**src/rtl/uart_pkg.sv**
```systemverilog
// Shared definitions for the UART transmit path: frame layout, FSM states
// and the baud divider computation.
package uart_pkg;
  localparam int FRAME_BITS = 11;
  localparam int DATA_W     = 8;
  localparam int START_BIT  = 0;
  localparam int PAR_BIT    = 9;
  localparam int STOP_BIT   = 10;

  typedef enum logic [1:0] {IDLE, LOAD, SHIFT, DONE} tx_state_e;

  function automatic int baud_div(input int clk_hz, input int baud);
    return clk_hz / baud;
  endfunction
endpackage

```
**src/rtl/uart_tx_ctrl_if.sv**
```systemverilog
// Byte handshake and shift-register control bundle between a requester,
// the transmit controller and the external shift_reg.
interface uart_tx_ctrl_if;
  import uart_pkg::*;

  logic                  tx_valid;
  logic [DATA_W-1:0]     tx_data;
  logic                  tx_ready;
  logic                  tx_done;
  logic                  busy;
  logic [FRAME_BITS-1:0] sr_load;
  logic                  sr_load_en;
  logic                  sr_enable;

  modport master (
    output tx_valid, tx_data,
    input  tx_ready, tx_done, busy, sr_load, sr_load_en, sr_enable
  );

  modport slave (
    input  tx_valid, tx_data,
    output tx_ready, tx_done, busy, sr_load, sr_load_en, sr_enable
  );
endinterface

```
**src/rtl/uart_baud_gen.sv**
```systemverilog
// Modulo-DIV bit-period counter; ticks on the last cycle of each bit period
// while running, and restarts from zero on a synchronous clear.
module uart_baud_gen #(
  parameter int DIV = 4
) (
  input  logic clk_i,
  input  logic rst_i,
  input  logic clr_i,
  input  logic run_i,
  output logic tick_o
);
  localparam int CW = (DIV > 1) ? $clog2(DIV) : 1;
  localparam logic [CW-1:0] LAST = CW'(DIV - 1);

  logic [CW-1:0] cnt_q, cnt_d;

  assign tick_o = run_i && (cnt_q == LAST);

  always_comb begin
    cnt_d = cnt_q;
    if (clr_i)
      cnt_d = '0;
    else if (run_i)
      cnt_d = tick_o ? '0 : cnt_q + 1'b1;
  end

  always_ff @(posedge clk_i or posedge rst_i) begin
    if (rst_i)
      cnt_q <= '0;
    else
      cnt_q <= cnt_d;
  end
endmodule

```
**src/rtl/uart_tx_ctrl.sv**
```systemverilog
// UART transmit sequencer: accepts a byte, assembles the 11-bit frame and
// strobes the external shift register once per bit period.
module uart_tx_ctrl
  import uart_pkg::*;
#(
  parameter int CLK_HZ     = 50_000_000,
  parameter int BAUD       = 9600,
  parameter bit PARITY_EN  = 1'b1,
  parameter bit PARITY_ODD = 1'b0
) (
  input  logic          clk_50M,
  input  logic          reset,
  uart_tx_ctrl_if.slave tx_if
);
  localparam int DIV = baud_div(CLK_HZ, BAUD);
  localparam int BCW = $clog2(FRAME_BITS + 1);

  if (DIV < 2) begin : g_bad_div
    $error("uart_tx_ctrl: CLK_HZ/BAUD must be at least 2");
  end

  function automatic logic [FRAME_BITS-1:0] build_frame(input logic [DATA_W-1:0] d);
    logic [FRAME_BITS-1:0] f;
    f                          = '1;
    f[START_BIT]               = 1'b0;
    f[PAR_BIT-1:START_BIT+1]   = d;
    f[PAR_BIT]                 = PARITY_EN ? ((^d) ^ PARITY_ODD) : 1'b1;
    f[STOP_BIT]                = 1'b1;
    return f;
  endfunction

  tx_state_e             state_q;
  logic [BCW-1:0]        bit_cnt_q;
  logic [FRAME_BITS-1:0] frame_q;
  logic                  tick;

  uart_baud_gen #(.DIV(DIV)) u_baud (
    .clk_i  (clk_50M),
    .rst_i  (reset),
    .clr_i  (state_q == LOAD),
    .run_i  (state_q == SHIFT),
    .tick_o (tick)
  );

  // Frame is captured at acceptance and held until the next acceptance.
  always_ff @(posedge clk_50M or posedge reset) begin
    if (reset) begin
      state_q   <= IDLE;
      bit_cnt_q <= '0;
      frame_q   <= '0;
    end else begin
      case (state_q)
        IDLE: begin
          if (tx_if.tx_valid) begin
            frame_q <= build_frame(tx_if.tx_data);
            state_q <= LOAD;
          end
        end
        LOAD: begin
          bit_cnt_q <= '0;
          state_q   <= SHIFT;
        end
        SHIFT: begin
          if (tick) begin
            bit_cnt_q <= bit_cnt_q + 1'b1;
            if (bit_cnt_q == BCW'(FRAME_BITS - 1))
              state_q <= DONE;
          end
        end
        DONE:    state_q <= IDLE;
        default: state_q <= IDLE;
      endcase
    end
  end

  assign tx_if.tx_ready   = (state_q == IDLE);
  assign tx_if.busy       = (state_q != IDLE);
  assign tx_if.tx_done    = (state_q == DONE);
  assign tx_if.sr_load_en = (state_q == LOAD);
  assign tx_if.sr_load    = frame_q;
  assign tx_if.sr_enable  = tick;
endmodule
```
**src/flat_wrapper.sv**
```systemverilog
// flat-port wrapper written by rule: the top's interface ports become plain ports
module uart_tx_ctrl_flat import uart_pkg::*;
#(
  parameter int CLK_HZ     = 50_000_000,
  parameter int BAUD       = 9600,
  parameter bit PARITY_EN  = 1'b1,
  parameter bit PARITY_ODD = 1'b0
)
  (clk_50M, reset, tx_if_tx_valid, tx_if_tx_data, tx_if_tx_ready, tx_if_tx_done, tx_if_busy, tx_if_sr_load, tx_if_sr_load_en, tx_if_sr_enable);
  uart_tx_ctrl_if tx_if_i ();
  input  logic clk_50M;
  input  logic reset;
  input wire logic [$bits(tx_if_i.tx_valid)-1:0] tx_if_tx_valid;
  input wire logic [$bits(tx_if_i.tx_data)-1:0] tx_if_tx_data;
  output wire logic [$bits(tx_if_i.tx_ready)-1:0] tx_if_tx_ready;
  output wire logic [$bits(tx_if_i.tx_done)-1:0] tx_if_tx_done;
  output wire logic [$bits(tx_if_i.busy)-1:0] tx_if_busy;
  output wire logic [$bits(tx_if_i.sr_load)-1:0] tx_if_sr_load;
  output wire logic [$bits(tx_if_i.sr_load_en)-1:0] tx_if_sr_load_en;
  output wire logic [$bits(tx_if_i.sr_enable)-1:0] tx_if_sr_enable;
  assign tx_if_i.tx_valid = tx_if_tx_valid;
  assign tx_if_i.tx_data = tx_if_tx_data;
  assign tx_if_tx_ready = tx_if_i.tx_ready;
  assign tx_if_tx_done = tx_if_i.tx_done;
  assign tx_if_busy = tx_if_i.busy;
  assign tx_if_sr_load = tx_if_i.sr_load;
  assign tx_if_sr_load_en = tx_if_i.sr_load_en;
  assign tx_if_sr_enable = tx_if_i.sr_enable;
  uart_tx_ctrl #(.CLK_HZ(CLK_HZ), .BAUD(BAUD), .PARITY_EN(PARITY_EN), .PARITY_ODD(PARITY_ODD)) u_core (.clk_50M(clk_50M), .reset(reset), .tx_if(tx_if_i));
endmodule
```
**config.mk**
```make
export PLATFORM = sky130hd
export DESIGN_NAME = uart_tx_ctrl_flat
export DESIGN_NICKNAME = d
export VERILOG_FILES = /design/src/rtl/uart_pkg.sv /design/src/rtl/uart_tx_ctrl_if.sv /design/src/rtl/uart_baud_gen.sv /design/src/rtl/uart_tx_ctrl.sv /design/src/flat_wrapper.sv
export SDC_FILE = /design/constraint.sdc
export NUM_CORES = 1
export LEC_CHECK = 0
export ABC_AREA = 0
export CAP_MARGIN = 30
export CORE_ASPECT_RATIO = 1.25
export CORE_MARGIN = 2
export CORE_UTILIZATION = 30
export DETAILED_ROUTE_END_ITERATION = 8
export PLACE_DENSITY = 0.55
export RECOVER_POWER = 50
export SYNTH_ARGS = -nofsm -noshare
export SYNTH_HDL_FRONTEND = slang
export SYNTH_SLANG_ARGS = --single-unit
```
**constraint.sdc**
```tcl
create_clock -name clk_50M -period 2.5 [get_ports clk_50M]
set_clock_uncertainty 0.05 [all_clocks]
set_input_delay 0.375 -clock clk_50M [delete_from_list [all_inputs] [get_ports clk_50M]]
set_output_delay 0.375 -clock clk_50M [all_outputs]
set_load 0.05 [all_outputs]
```
==> results.py <==
metrics = {
    "run_status": {
        "status": "finished with violations",
        "violations": "capacitance limit, slew limit",
    },
    "floorplanning": {
        "die_x_um": 68.5,
        "start_util_pct": 30.9,
        "die_height_um": 84.6,
        "row_count": 29,
        "core_mm2": 0.00504,
        "fp.dieArea_mm2": 0.00579,
        "io_pins": 27,
    },
    "logic_synthesis": {
        "yosysSeqAreaShare_pct": 46.5,
        "yosys_warnings": 0,
        "yosys.area.top_type": "dfrtp_1",
        "avgSynthCellArea_um2": 10.9,
        "syn_inst": 143,
        "ys_seq_elements": 29,
        "synth_cell_types": 38,
        "syn-num-nets": 162,
        "synth_area_leaders": "dfrtp_1 47%, mux2_2 6.5%, ha_1 6.4%",
        "syn_area_mm2": 0.00156,
        "synth_top_area_share_pct": 46.5,
    },
    "placement": {
        "place.gp.congestion": 0.757,
        "portBuffers": 25,
        "dp_hpwl_um": 2450,
    },
    "timing": {
        "hold_viol_final": 0,
        "worst_pin_slew_ns": 1.58,
        "hold_slack_ns": 0.417,
        "finalCriticalPeriod_ns": 2.32,
        "slew_viol_final": 30,
        "clock.fmax_mhz": 432,
        "rsz0062_at_grt": "false",
        "fin_tns_setup_ns": 0,
        "post-route-period-util_pct": 92.7,
        "setup_violations": 0,
        "slew_headroom_pct": -5.00,
    },
    "finish": {
        "layout_commonest_cell": "dfrtp_1",
        "fin_util_pct": 38.8,
        "multiInputGateArea_um2": 747,
        "final_cell_mix": "29 x dfrtp_1, 22 x clkdlybuf4s50_1, 13 x nor2_1, 10 x xnor2_1, 10 x inv_1",
        "regArea_um2": 726,
        "area_delta_synth_final_pct": 25.6,
        "nFillCells": 495,
        "diodes": 0,
        "drive_gt1_share_pct": 14.9,
        "fin_nets": 192,
    },
    "grt": {
        "antenna_found_initial": 0,
        "grt_pass1_vias": 1246,
        "grt_pass1_wl_um": 5670,
        "gr-usage-all-layers_pct": 13.0,
        "overflow": 0,
        "grt_start_max_net_pins": 30,
    },
    "route": {
        "routed_wl_um": 3220,
        "ant_nets": 0,
        "vias": 1158,
        "wl_per_cell_um": 13.6,
        "initialDrtViolationCount": 27,
        "drtPass1Iterations": 4,
        "vias_per_cell": 4.91,
        "drc": 0,
    },
    "pwr": {
        "power_density_mw_per_mm2": 1160,
        "p_leak_nw": 0.831,
        "vdd_drop_max_mv": 0.275,
        "finalPower_mw": 2.27,
    },
    "clocking": {
        "clk_latency_ns": 0.28,
        "clock_path_buffers": 2,
        "cts_resized": 0,
        "cts-root-buf": "clkbuf_8",
        "post-cts-setup-buffer-count": 0,
        "cts.sinks": 29,
        "hold_buffers": 0,
        "cts_buffers": 5,
        "cts_tree": "built",
        "clk_pin_slew_worst_paths_ns": 0.06,
        "h-tree-depth": 2,
    },
    "critical_path": {
        "critPathArrivalTime_ns": 1.89,
        "cp_max_fo": 4,
        "critPathCaptureType": "output port",
        "cp_data_required_time_ns": 2.08,
        "cp-start-kind": "flop",
        "path_class": "flop to output port",
    },
    "run": {
        "maxCapViolCount": 1,
    },
    "min_path": {
        "min_path_type": "flop to flop",
    },
}
## through the flow
| stage | instances | cell area (µm²) | setup WS (ns) |
|---|---|---|---|
| 3_3_place_gp | 228 | 1880 | 0.501 |
| 3_5_place_dp | 228 | 1880 | 0.417 |
| 6_report | 236 | 1960 | 0.183 |
| 4_1_cts | 236 | 1980 | 0.163 |
| 5_1_grt | 236 | 1960 | 0.0660 |
| 2_1_floorplan | 143 | 1560 | 0.455 |
## worst max-delay path, cell delays in order (launching register included)
cell and delay [ns]:
dfrtp_1 0.40, inv_1 0.10, ha_1 0.24, inv_1 0.08, clkdlybuf4s50_1 0.79
## path summary, 6_finish.rpt
path | startpoint | end | slack (ns) | depth (start not counted)
setup / recovery | u_core.state_q[0]$_DFFE_PP0P_ | tx_if_busy | 0.18 | 4
hold / removal | u_core.tx_if.sr_load[10]$_DFFE_PP0P_ | u_core.tx_if.sr_load[10]$_DFFE_PP0P_ | 0.42 | 1
setup reg to reg | u_core.state_q[0]$_DFFE_PP0P_ | u_core.u_baud.cnt_q[12]$_DFFE_PP0P_ | 0.42 | 6
hold reg to reg | u_core.tx_if.sr_load[10]$_DFFE_PP0P_ | u_core.tx_if.sr_load[10]$_DFFE_PP0P_ | 0.42 | 1
max in group asynchronous | reset | u_core.u_baud.cnt_q[2]$_DFFE_PP0P_ | 0.45 | 3
min in group asynchronous | reset | u_core.tx_if.sr_load[8]$_DFFE_PP0P_ | 1.04 | 3
## logic make-up (layout without fill, tap and decap cells)
family	count (synthesis)	count (layout)	synth area share, %
AO/OA/AOI/OAI	16	16	7.14
XOR/XNOR	15	15	8.43
adder cells (fa/ha/maj)	8	8	6.42
buffers and inverters	14	45	4.57
flip-flops	29	29	46.5
multiplexers	10	10	7.14
other	1	1	0.241
AND/OR/NAND/NOR	50	50	19.5
## synth_stat cells
master and number:
xnor2_1 10, or4_4 1, and4b_1 1, nand4_1 5
inv_1 10, nor4_1 1, nor2b_1 1, nand4_4 1
nand3_2 1, nand3_1 5, nor2_1 13, a41o_1 1
nor3b_1 1, clkbuf_1 1, and4_1 1, mux2_2 9
conb_1 1, dfrtp_1 29, ha_1 8, o21ai_0 6
a221o_1 2, and4bb_1 1, o32a_1 1, buf_4 1
nand3b_1 1, or3_1 2, mux2i_1 1, and3b_1 1
nor4b_2 1, and3_2 1, xor2_1 5, o311ai_0 1
nand2_1 7, a21oi_1 3, nor3_1 3, a21oi_2 2
buf_6 2, nand2b_1 2
## power by group
part           internal (mW)  leakage (nW)  switching [mW]  total [mW]
logic                  0.429         0.405           0.733        1.16
registers              0.597         0.372          0.0908       0.687
clock network          0.248        0.0542           0.174       0.422
total                   1.27         0.831           0.998        2.27
## routing by layer
metal / vias to the layer above / share of wire [%] / GRT usage [%]
li1: 559 / - / -
met1: 561 / 42 / 15.0
met2: 32 / 50 / 21.7
met3: 6 / 6.6 / 4.02
met4: 0 / 1.7 / 4.91
met5: - / 0 / 0
## registers in the layout, indices dropped and copies added (netlist names)
register,flops
u_core.u_baud.cnt_q,13
u_core.bit_cnt_q,4
u_core.tx_if.sr_load,10
u_core.state_q,2
## layout make-up
cell class / instances / area share, %
Multi-Input combinational cell: 100 / 38.1
Sequential cell: 29 / 37.1
Timing Repair Buffer: 27 / 13.7
Clock buffer: 7 / 4.92
Tap cell: 62 / 3.96
Inverter: 10 / 1.92
Clock inverter: 1 / 0.256
Note: power is estimated with default switching activity, not from simulation.
